**src/rtl/hop_input_gen_if.sv**
```systemverilog
// hop_input_gen_if: bundles the link-controller inputs and kernel-facing outputs of hop_input_gen.
// master drives clk_bt/bd_addr/mode/train_b/n_inc/mod_n and observes the kernel inputs; slave is the generator.
interface hop_input_gen_if;
  logic [27:0] clk_bt;
  logic [27:0] bd_addr;
  logic [2:0]  mode;
  logic        train_b;
  logic        n_inc;
  logic [6:0]  mod_n;
  logic [4:0]  X;
  logic [4:0]  C;
  logic [4:0]  A;
  logic [3:0]  B;
  logic [8:0]  D;
  logic [6:0]  E;
  logic [6:0]  F;
  logic [6:0]  Fprime;
  logic        Y1;
  logic [5:0]  Y2;
  logic        kern_valid;
  logic        busy;
  modport master (output clk_bt, bd_addr, mode, train_b, n_inc, mod_n,
                  input X, C, A, B, D, E, F, Fprime, Y1, Y2, kern_valid, busy);
  modport slave  (input clk_bt, bd_addr, mode, train_b, n_inc, mod_n,
                  output X, C, A, B, D, E, F, Fprime, Y1, Y2, kern_valid, busy);
endinterface

```
**src/rtl/hop_input_gen.sv**
```systemverilog
// hop_input_gen: registered hop-kernel input generator (X,A..F,F',Y1,Y2) with a 25-cycle restoring mod-79 / mod-N divider.
// Ports: clk, rst (async active-high), h (hop_input_gen_if.slave: clk_bt, bd_addr, mode, train_b, n_inc, mod_n in;
// X, A, B, C, D, E, F, Fprime, Y1, Y2, kern_valid, busy out). Define HOP_INQ_EN to make mode 1 an inquiry train using GIAC_LAP.
module hop_input_gen #(
  parameter logic [4:0] KOFF_A = 5'd24,
  parameter logic [4:0] KOFF_B = 5'd8
`ifdef HOP_INQ_EN
  , parameter logic [23:0] GIAC_LAP = 24'h9E8B33
`endif
) (
  input logic clk,
  input logic rst,
  hop_input_gen_if.slave h
);
  typedef enum logic [2:0] {S_IDLE, S_INQ, S_PAGE, S_PRSP, S_CONN} state_t;
  state_t state, nstate;
  logic [16:0] frz, fz;
  logic [4:0]  n, nn, cnt, koff, nx;
  logic [20:0] ck;
  logic [6:0]  mn, r79, rn, s79, sn;
  logic [7:0]  t79, tn;
  logic [24:0] dv;
  logic        done, done_n, busy_n, trig, fin, bitv, conn, prsp_entry, kv_n, inq;
  logic [27:0] addr;
`ifdef HOP_INQ_EN
  assign inq  = h.mode == 3'd1;
  assign addr = inq ? {4'h0, GIAC_LAP} : h.bd_addr;
`else
  assign inq  = 1'b0;
  assign addr = h.bd_addr;
`endif
  // page-train X before the page-response offset N is added
  function automatic logic [4:0] xpage(input logic [16:0] c, input logic [4:0] k);
    logic [3:0] d;
    d = {c[4:2], c[0]} - c[15:12];
    return c[16:12] + k + {1'b0, d};
  endfunction
  always_comb begin
    nstate = h.mode == 3'd2 ? S_PAGE : h.mode == 3'd3 ? S_PRSP : h.mode == 3'd4 ? S_CONN : inq ? S_INQ : S_IDLE;
    conn = nstate == S_CONN;
    koff = h.train_b ? KOFF_B : KOFF_A;
    prsp_entry = nstate == S_PRSP && state != S_PRSP;
    fz = prsp_entry ? h.clk_bt[16:0] : frz;
    nn = prsp_entry ? 5'd0 : n + {4'b0, h.n_inc};
    nx = conn ? h.clk_bt[6:2] : nstate == S_PRSP ? xpage(fz, koff) + nn : xpage(h.clk_bt[16:0], koff);
    dv = {ck, 4'b0};
    bitv = dv[cnt];
    t79 = {r79, bitv};
    tn = {rn, bitv};
    s79 = 7'(t79 >= 8'd79 ? t79 - 8'd79 : t79);
    sn = 7'(tn >= {1'b0, mn} ? tn - {1'b0, mn} : tn);
    // any trigger restarts from bit 24 so the latest dividend/divisor wins
    trig = conn && (state != S_CONN || h.clk_bt[27:7] != ck || h.mod_n != mn);
    fin = h.busy && conn && !trig && cnt == 5'd0;
    busy_n = trig || (h.busy && conn && cnt != 5'd0);
    done_n = conn && state != S_CONN ? 1'b0 : done || fin;
    kv_n = conn ? !busy_n && done_n : nstate != S_IDLE;
  end
  always_ff @(posedge clk or posedge rst)
    if (rst) state <= S_IDLE;
    else state <= nstate;
  always_ff @(posedge clk or posedge rst) begin
    if (rst) begin
      frz <= '0;
      n <= '0;
      ck <= '0;
      mn <= '0;
      r79 <= '0;
      rn <= '0;
      cnt <= '0;
      done <= 1'b0;
      h.X <= '0;
      h.A <= '0;
      h.B <= '0;
      h.C <= '0;
      h.D <= '0;
      h.E <= '0;
      h.F <= '0;
      h.Fprime <= '0;
      h.Y1 <= 1'b0;
      h.Y2 <= '0;
      h.busy <= 1'b0;
      h.kern_valid <= 1'b0;
    end else begin
      h.busy <= busy_n;
      h.kern_valid <= kv_n;
      done <= done_n;
      if (prsp_entry) frz <= h.clk_bt[16:0];
      if (nstate == S_PRSP) n <= nn;
      if (trig) begin
        ck <= h.clk_bt[27:7];
        mn <= h.mod_n;
        r79 <= '0;
        rn <= '0;
        cnt <= 5'd24;
      end else if (busy_n) begin
        r79 <= s79;
        rn <= sn;
        cnt <= cnt - 5'd1;
      end
      if (nstate != S_IDLE) begin
        h.X <= nx;
        h.A <= addr[27:23] ^ (conn ? h.clk_bt[25:21] : 5'd0);
        h.B <= addr[22:19];
        h.C <= {addr[8], addr[6], addr[4], addr[2], addr[0]} ^ (conn ? h.clk_bt[20:16] : 5'd0);
        h.D <= addr[18:10] ^ (conn ? h.clk_bt[15:7] : 9'd0);
        h.E <= {addr[13], addr[11], addr[9], addr[7], addr[5], addr[3], addr[1]};
        h.Y1 <= h.clk_bt[1];
        h.Y2 <= {h.clk_bt[1], 5'b0};
        h.F <= conn ? (fin ? s79 : h.F) : 7'd0;
        h.Fprime <= conn ? (fin ? sn : h.Fprime) : 7'd0;
      end
    end
  end
endmodule
```
**src/flat_wrapper.sv**
```systemverilog
// flat-port wrapper written by rule: the top's interface ports become plain ports
module hop_input_gen_flat 
#(
  parameter logic [4:0] KOFF_A = 5'd24,
  parameter logic [4:0] KOFF_B = 5'd8

)
  (clk, rst, h_clk_bt, h_bd_addr, h_mode, h_train_b, h_n_inc, h_mod_n, h_X, h_C, h_A, h_B, h_D, h_E, h_F, h_Fprime, h_Y1, h_Y2, h_kern_valid, h_busy);
  hop_input_gen_if h_i ();
  input logic clk;
  input logic rst;
  input wire logic [$bits(h_i.clk_bt)-1:0] h_clk_bt;
  input wire logic [$bits(h_i.bd_addr)-1:0] h_bd_addr;
  input wire logic [$bits(h_i.mode)-1:0] h_mode;
  input wire logic [$bits(h_i.train_b)-1:0] h_train_b;
  input wire logic [$bits(h_i.n_inc)-1:0] h_n_inc;
  input wire logic [$bits(h_i.mod_n)-1:0] h_mod_n;
  output wire logic [$bits(h_i.X)-1:0] h_X;
  output wire logic [$bits(h_i.C)-1:0] h_C;
  output wire logic [$bits(h_i.A)-1:0] h_A;
  output wire logic [$bits(h_i.B)-1:0] h_B;
  output wire logic [$bits(h_i.D)-1:0] h_D;
  output wire logic [$bits(h_i.E)-1:0] h_E;
  output wire logic [$bits(h_i.F)-1:0] h_F;
  output wire logic [$bits(h_i.Fprime)-1:0] h_Fprime;
  output wire logic [$bits(h_i.Y1)-1:0] h_Y1;
  output wire logic [$bits(h_i.Y2)-1:0] h_Y2;
  output wire logic [$bits(h_i.kern_valid)-1:0] h_kern_valid;
  output wire logic [$bits(h_i.busy)-1:0] h_busy;
  assign h_i.clk_bt = h_clk_bt;
  assign h_i.bd_addr = h_bd_addr;
  assign h_i.mode = h_mode;
  assign h_i.train_b = h_train_b;
  assign h_i.n_inc = h_n_inc;
  assign h_i.mod_n = h_mod_n;
  assign h_X = h_i.X;
  assign h_C = h_i.C;
  assign h_A = h_i.A;
  assign h_B = h_i.B;
  assign h_D = h_i.D;
  assign h_E = h_i.E;
  assign h_F = h_i.F;
  assign h_Fprime = h_i.Fprime;
  assign h_Y1 = h_i.Y1;
  assign h_Y2 = h_i.Y2;
  assign h_kern_valid = h_i.kern_valid;
  assign h_busy = h_i.busy;
  hop_input_gen #(.KOFF_A(KOFF_A), .KOFF_B(KOFF_B)) u_core (.clk(clk), .rst(rst), .h(h_i));
endmodule
```
**config.mk**
```make
export PLATFORM = sky130hd
export DESIGN_NAME = hop_input_gen_flat
export DESIGN_NICKNAME = d
export VERILOG_FILES = /design/src/rtl/hop_input_gen_if.sv /design/src/rtl/hop_input_gen.sv /design/src/flat_wrapper.sv
export SDC_FILE = /design/constraint.sdc
export NUM_CORES = 1
export LEC_CHECK = 0
export CAP_MARGIN = 10
export CORE_ASPECT_RATIO = 1.2
export CORE_MARGIN = 1.5
export CORE_UTILIZATION = 44
export DETAILED_ROUTE_END_ITERATION = 10
export DONT_BUFFER_PORTS = 1
export PLACE_DENSITY = 0.63
export SYNTH_ARGS = -nofsm -noshare
export SYNTH_HDL_FRONTEND = slang
export SYNTH_SLANG_ARGS = --single-unit
```
**constraint.sdc**
```tcl
create_clock -name clk -period 7.2 [get_ports clk]
set_clock_uncertainty 0.15 [all_clocks]
set_input_delay 1.44 -clock clk [delete_from_list [all_inputs] [get_ports clk]]
set_output_delay 1.44 -clock clk [all_outputs]
set_load 0.02 [all_outputs]
```
==> tab_implementation.tex <==
\begin{tabular}{lr}
\hline
Metric & Value \\
\hline
\multicolumn{2}{l}{\textbf{Timing}} \\
Fin. Hold Viols & 0 \\
Clock period minus worst slack & 5770 ps \\
Unrepaired setup endpoints after global routing & no \\
Fmax & about 170 MHz \\
Period Utilization, post-route & 80.1\% \\
Relative max-transition margin & 34.1\% \\
Total Neg Setup Slack & 0 ps \\
Number of endpoints failing setup at the final stage & 0 \\
Worst slew pin tran & 988 ps \\
Pins over their slew limit & 0 \\
\multicolumn{2}{l}{\textbf{Setup path}} \\
Worst EP arrival & $\sim$5900 ps \\
Most frequent CP cell & sky130\_fd\_sc\_hd\_\_xnor2\_1 \\
CP Cell Sequence & nand2b\_1, inv\_2, nand2\_2, inv\_2, o21ai\_1, buf\_4, nor2\_1, a21o\_1, inv\_1, ha\_1, inv\_1, a21o\_1, a21oi\_1, xnor2\_1, xor2\_1, ha\_1, inv\_1, fa\_1, fa\_1, xnor2\_1, xnor2\_1, xnor2\_1, a211oi\_1, o21ai\_1 \\
Worst path max stage delay & 490 ps \\
Required time reported for the critical path endpoint & 7340 ps \\
Crit path kind & primary input to flip-flop \\
Sort of element at the end of the critical path & flip-flop \\
Number of buffer and inverter stages on the critical path & 6 \\
Critical-path maximum fanout & 13 \\
Critical path launch point type & primary input \\
Cell with the largest stage delay on the worst path & sky130\_fd\_sc\_hd\_\_o21ai\_1 \\
Cell type group with the largest total delay on the critical path & compound AO/OA/AOI/OAI gates \\
\multicolumn{2}{l}{\textbf{Finish}} \\
Fraction of final layout cells sized beyond drive strength 1 & 10.7\% \\
Synth-to-layout area growth & 10.6\% \\
Final design area excluding fillers & 7480 sq um \\
Utilization after layout & between 40\% and 50\% \\
Area of the multi-input gates & 3440 sq um \\
Sequential standard cell area & 2930 sq um \\
Count of inserted antenna diode cells & 0 \\
Nets & between 700 and 800 \\
Total of fill cells in the finished design & $\sim$1400 \\
\multicolumn{2}{l}{\textbf{Global routing}} \\
Pin count of the biggest net entering global routing & 67 \\
First-pass GRT wire length & 27.1 mm \\
Global Route Usage Sum & 22.0\% \\
Via count of the first global-routing pass & 5210 \\
Total gr overflow & 0 \\
Initial antenna violation count & 0 \\
\multicolumn{2}{l}{\textbf{Route}} \\
Routed length per placed instance & 19.2 um \\
WL final & 16.8 mm \\
Number of violations reported at the end of detailed-routing iteration 0 & 246 \\
Via density per instance & 5.69 \\
Vias & between 4000 and 5000 \\
DRC Markers & 0 \\
Number of routed nets with antenna violations & 0 \\
Number of optimization iterations in the first detailed-route pass & 4 \\
\multicolumn{2}{l}{\textbf{Power and ir drop}} \\
Gate power share & 24.6\% \\
Internal power & 1.57 mW \\
Post-layout power & 2.30 mW \\
Switching share of total power & 31.8\% \\
Share of power burned in registers & 38.4\% \\
Cell leakage power & 3.30 nW \\
Peak ir drop on the vdd network & 166 uV \\
Clk network pwr share & 37.0\% \\
Net switching component of the power & 730 uW \\
Power density over the cells & just over 300 nW/um\^{}2 \\
\multicolumn{2}{l}{\textbf{Place}} \\
Number of port buffers & 0 \\
Routability cong. & 0.877 \\
DP Area & 6860 sq um \\
DP Wirelength & 12.1 mm \\
\multicolumn{2}{l}{\textbf{Floorplan}} \\
Die outline height & 139 um \\
Die width & 116 um \\
Number of top-level design ports & 128 \\
Initial cell density of the core & 45.0\% \\
Cell Rows & 49 \\
Floorplan die area & 16100 sq um \\
Core area & 15000 sq um \\
\multicolumn{2}{l}{\textbf{CTS}} \\
Latest clock arrival within the worst-skew pair & 410 ps \\
Postcts setup bufs & 0 \\
CTS resizes & 0 \\
Cts hold-fix bufs & 0 \\
Worst-case clock buffer depth & 2 \\
Worst-path clk slew & 50 ps \\
CTS H-tree depth & 4 \\
Clock tree root buffer cell & sky130\_fd\_sc\_hd\_\_clkbuf\_16 \\
Clock tree from TritonCTS & yes \\
Inserted Clock Buffers & 17 \\
Sink count of the clock tree & 117 \\
\multicolumn{2}{l}{\textbf{Logic synthesis}} \\
Yosys Warn Count & 0 \\
Synth unique cells & 63 \\
Share of flip-flops with an asynchronous set or reset & between 90\% and 100\% \\
Sequential element share of the synthesized area & 43.3\% \\
Netlist area before placement & between 6000 and 7000 sq um \\
Flops \& latches, synth & between 100 and 150 \\
Per-instance average area after synthesis & 10.1 sq um \\
Number of synthesized flops with an enable pin & 0 \\
Dominant register cell in the synthesized netlist & sky130\_fd\_sc\_hd\_\_dfrtp\_1 \\
Mapped Cells & 671 \\
\multicolumn{2}{l}{\textbf{Status}} \\
Run status & finished, final reports clean \\
\multicolumn{2}{l}{\textbf{Run}} \\
Max-cap check violation count & 0 \\
\multicolumn{2}{l}{\textbf{Worst hold path}} \\
Path class of the lowest-slack min-delay path & flip-flop to flip-flop \\
\hline
\end{tabular}
path summary, 6_finish.rpt:
check	cells after the start	startpoint	slack [ps]	to
max	24	h_mode[2]	1430	u_core.h.X[4]
min	2	u_core.n[0]	330	u_core.n[0]
max reg2reg	21	u_core.state[1]	2300	u_core.h.X[4]
min reg2reg	2	u_core.n[0]	330	u_core.n[0]
max in group asynchronous	2	rst	4780	u_core.h.C[3]
min in group asynchronous	1	rst	840	u_core.h.D[2]
power groups by stage:
stage,Clock [mW],Combinational (mW),Sequential (mW)
after floorplan,0,0.463,0.859
after global placement,0,0.544,0.889
after detailed placement,0,0.562,0.891
after CTS,0.869,0.569,0.882
after global routing,0.900,0.641,0.894
final,0.851,0.564,0.882
sequential cells by signal, indices dropped and copies added (netlist names):
name                 count
u_core.h.C               5
u_core.h.A               5
u_core.n                 5
u_core.ck               21
u_core.done              1
u_core.h.busy            1
u_core.frz               9
u_core.h.E               7
u_core.state             3
u_core.h.kern_valid      1
u_core.h.Fprime          7
u_core.r79               7
u_core.h.Y1              1
u_core.rn                7
u_core.h.B               4
u_core.cnt               5
u_core.mn                7
u_core.h.X               5
u_core.h.F               7
u_core.h.D               9
cell usage after synthesis (all sizes together), types with 3 or more instances:
| master | n | area (sq um) |
|---|---|---|
| a211oi | 12 | 90.1 |
| a21o | 6 | 45.0 |
| a21oi | 41 | 213 |
| a31oi | 3 | 18.8 |
| and3 | 5 | 31.3 |
| buf | 26 | 160 |
| clkbuf | 16 | 61.3 |
| dfrtp | 117 | 2930 |
| fa | 8 | 160 |
| ha | 28 | 350 |
| inv | 50 | 188 |
| mux2 | 40 | 450 |
| mux2i | 15 | 150 |
| mux4 | 4 | 97.6 |
| nand2 | 37 | 141 |
| nand2b | 6 | 37.5 |
| nand3 | 36 | 180 |
| nand4 | 7 | 43.8 |
| nor2 | 34 | 128 |
| nor2b | 6 | 37.5 |
| nor3 | 7 | 40.0 |
| nor4 | 13 | 81.3 |
| o21a | 4 | 30.0 |
| o21ai | 58 | 290 |
| o221a | 5 | 56.3 |
| xnor2 | 19 | 166 |
| xor2 | 39 | 342 |
per-layer routing:
| layer | global-route usage (%) | routed length (um) | vias to the layer above | share of wire (%) |
|---|---|---|---|---|
| met3 | 5.86 | 926 | 27 | 5.5 |
| li1 | - | - | 2325 | - |
| met2 | 36.9 | 8590 | 162 | 51 |
| met5 | 0 | 0 | - | 0 |
| met1 | 26.5 | 6860 | 2461 | 41 |
| met4 | 9.18 | 426 | 0 | 2.5 |
kinds of logic (layout without fill, tap and decap cells):
kind of cell	count (synthesis)	in the layout	share of synthesized area [%]
fa+ha+maj	36	36	7.55
simple gates	160	160	11.7
buf+inv	92	88	6.05
flops	117	117	43.3
xor+xnor	58	58	7.52
mux	59	59	10.3
compound gates	148	148	13.5
other cells	1	5	0.0555
layout make-up:
class	instances	area share (%)
timing repair buffer	7	0.971
multi-input combinational	466	46.0
sequential	117	39.2
clock inverter	9	1.71
clock buffer	22	6.21
inverter	50	2.54
tap	204	3.41
worst register-to-register path, stage by stage, from the launching register on:
cell and delay, ps:
sky130_fd_sc_hd__dfrtp_1 370, sky130_fd_sc_hd__nand2_1 70, sky130_fd_sc_hd__o21ai_1 690, sky130_fd_sc_hd__buf_4 330
sky130_fd_sc_hd__nor2_1 60, sky130_fd_sc_hd__a21o_1 160, sky130_fd_sc_hd__inv_1 60, sky130_fd_sc_hd__ha_1 180
sky130_fd_sc_hd__inv_1 50, sky130_fd_sc_hd__a21o_1 170, sky130_fd_sc_hd__a21oi_1 160, sky130_fd_sc_hd__xnor2_1 150
sky130_fd_sc_hd__xor2_1 180, sky130_fd_sc_hd__ha_1 250, sky130_fd_sc_hd__inv_1 80, sky130_fd_sc_hd__fa_1 440
sky130_fd_sc_hd__fa_1 440, sky130_fd_sc_hd__xnor2_1 180, sky130_fd_sc_hd__xnor2_1 160, sky130_fd_sc_hd__xnor2_1 80
sky130_fd_sc_hd__a211oi_1 260, sky130_fd_sc_hd__o21ai_1 100
stage by stage:
step                      hold WS (ps)  std cells  worst slack [ps]
final                              328        875              1430
after global routing               372        875              1050
after CTS                          335        874              1410
after detailed placement           323        843              1000
after global placement             313        843              1160
after floorplan                    293        675              1320
cells in the final DEF (no fill, tap or decap), types with 6 or more instances in the layout:
cell type,n
sky130_fd_sc_hd__dfrtp_1,117
sky130_fd_sc_hd__inv_1,46
sky130_fd_sc_hd__a21oi_1,39
sky130_fd_sc_hd__xor2_1,39
sky130_fd_sc_hd__o21ai_0,38
sky130_fd_sc_hd__nand2_1,36
sky130_fd_sc_hd__nand3_1,36
sky130_fd_sc_hd__nor2_1,34
sky130_fd_sc_hd__ha_1,28
sky130_fd_sc_hd__mux2_1,22
sky130_fd_sc_hd__o21ai_1,20
sky130_fd_sc_hd__xnor2_1,19
sky130_fd_sc_hd__mux2_2,18
sky130_fd_sc_hd__clkbuf_16,17
sky130_fd_sc_hd__mux2i_1,15
sky130_fd_sc_hd__nor4_1,13
sky130_fd_sc_hd__a211oi_1,12
sky130_fd_sc_hd__fa_1,8
sky130_fd_sc_hd__nand4_1,7
sky130_fd_sc_hd__nand2b_1,6
sky130_fd_sc_hd__a21o_1,6
sky130_fd_sc_hd__nor3_1,6
sky130_fd_sc_hd__nor2b_1,6
sky130_fd_sc_hd__buf_4,6
Note: power is estimated with default switching activity, not from simulation.
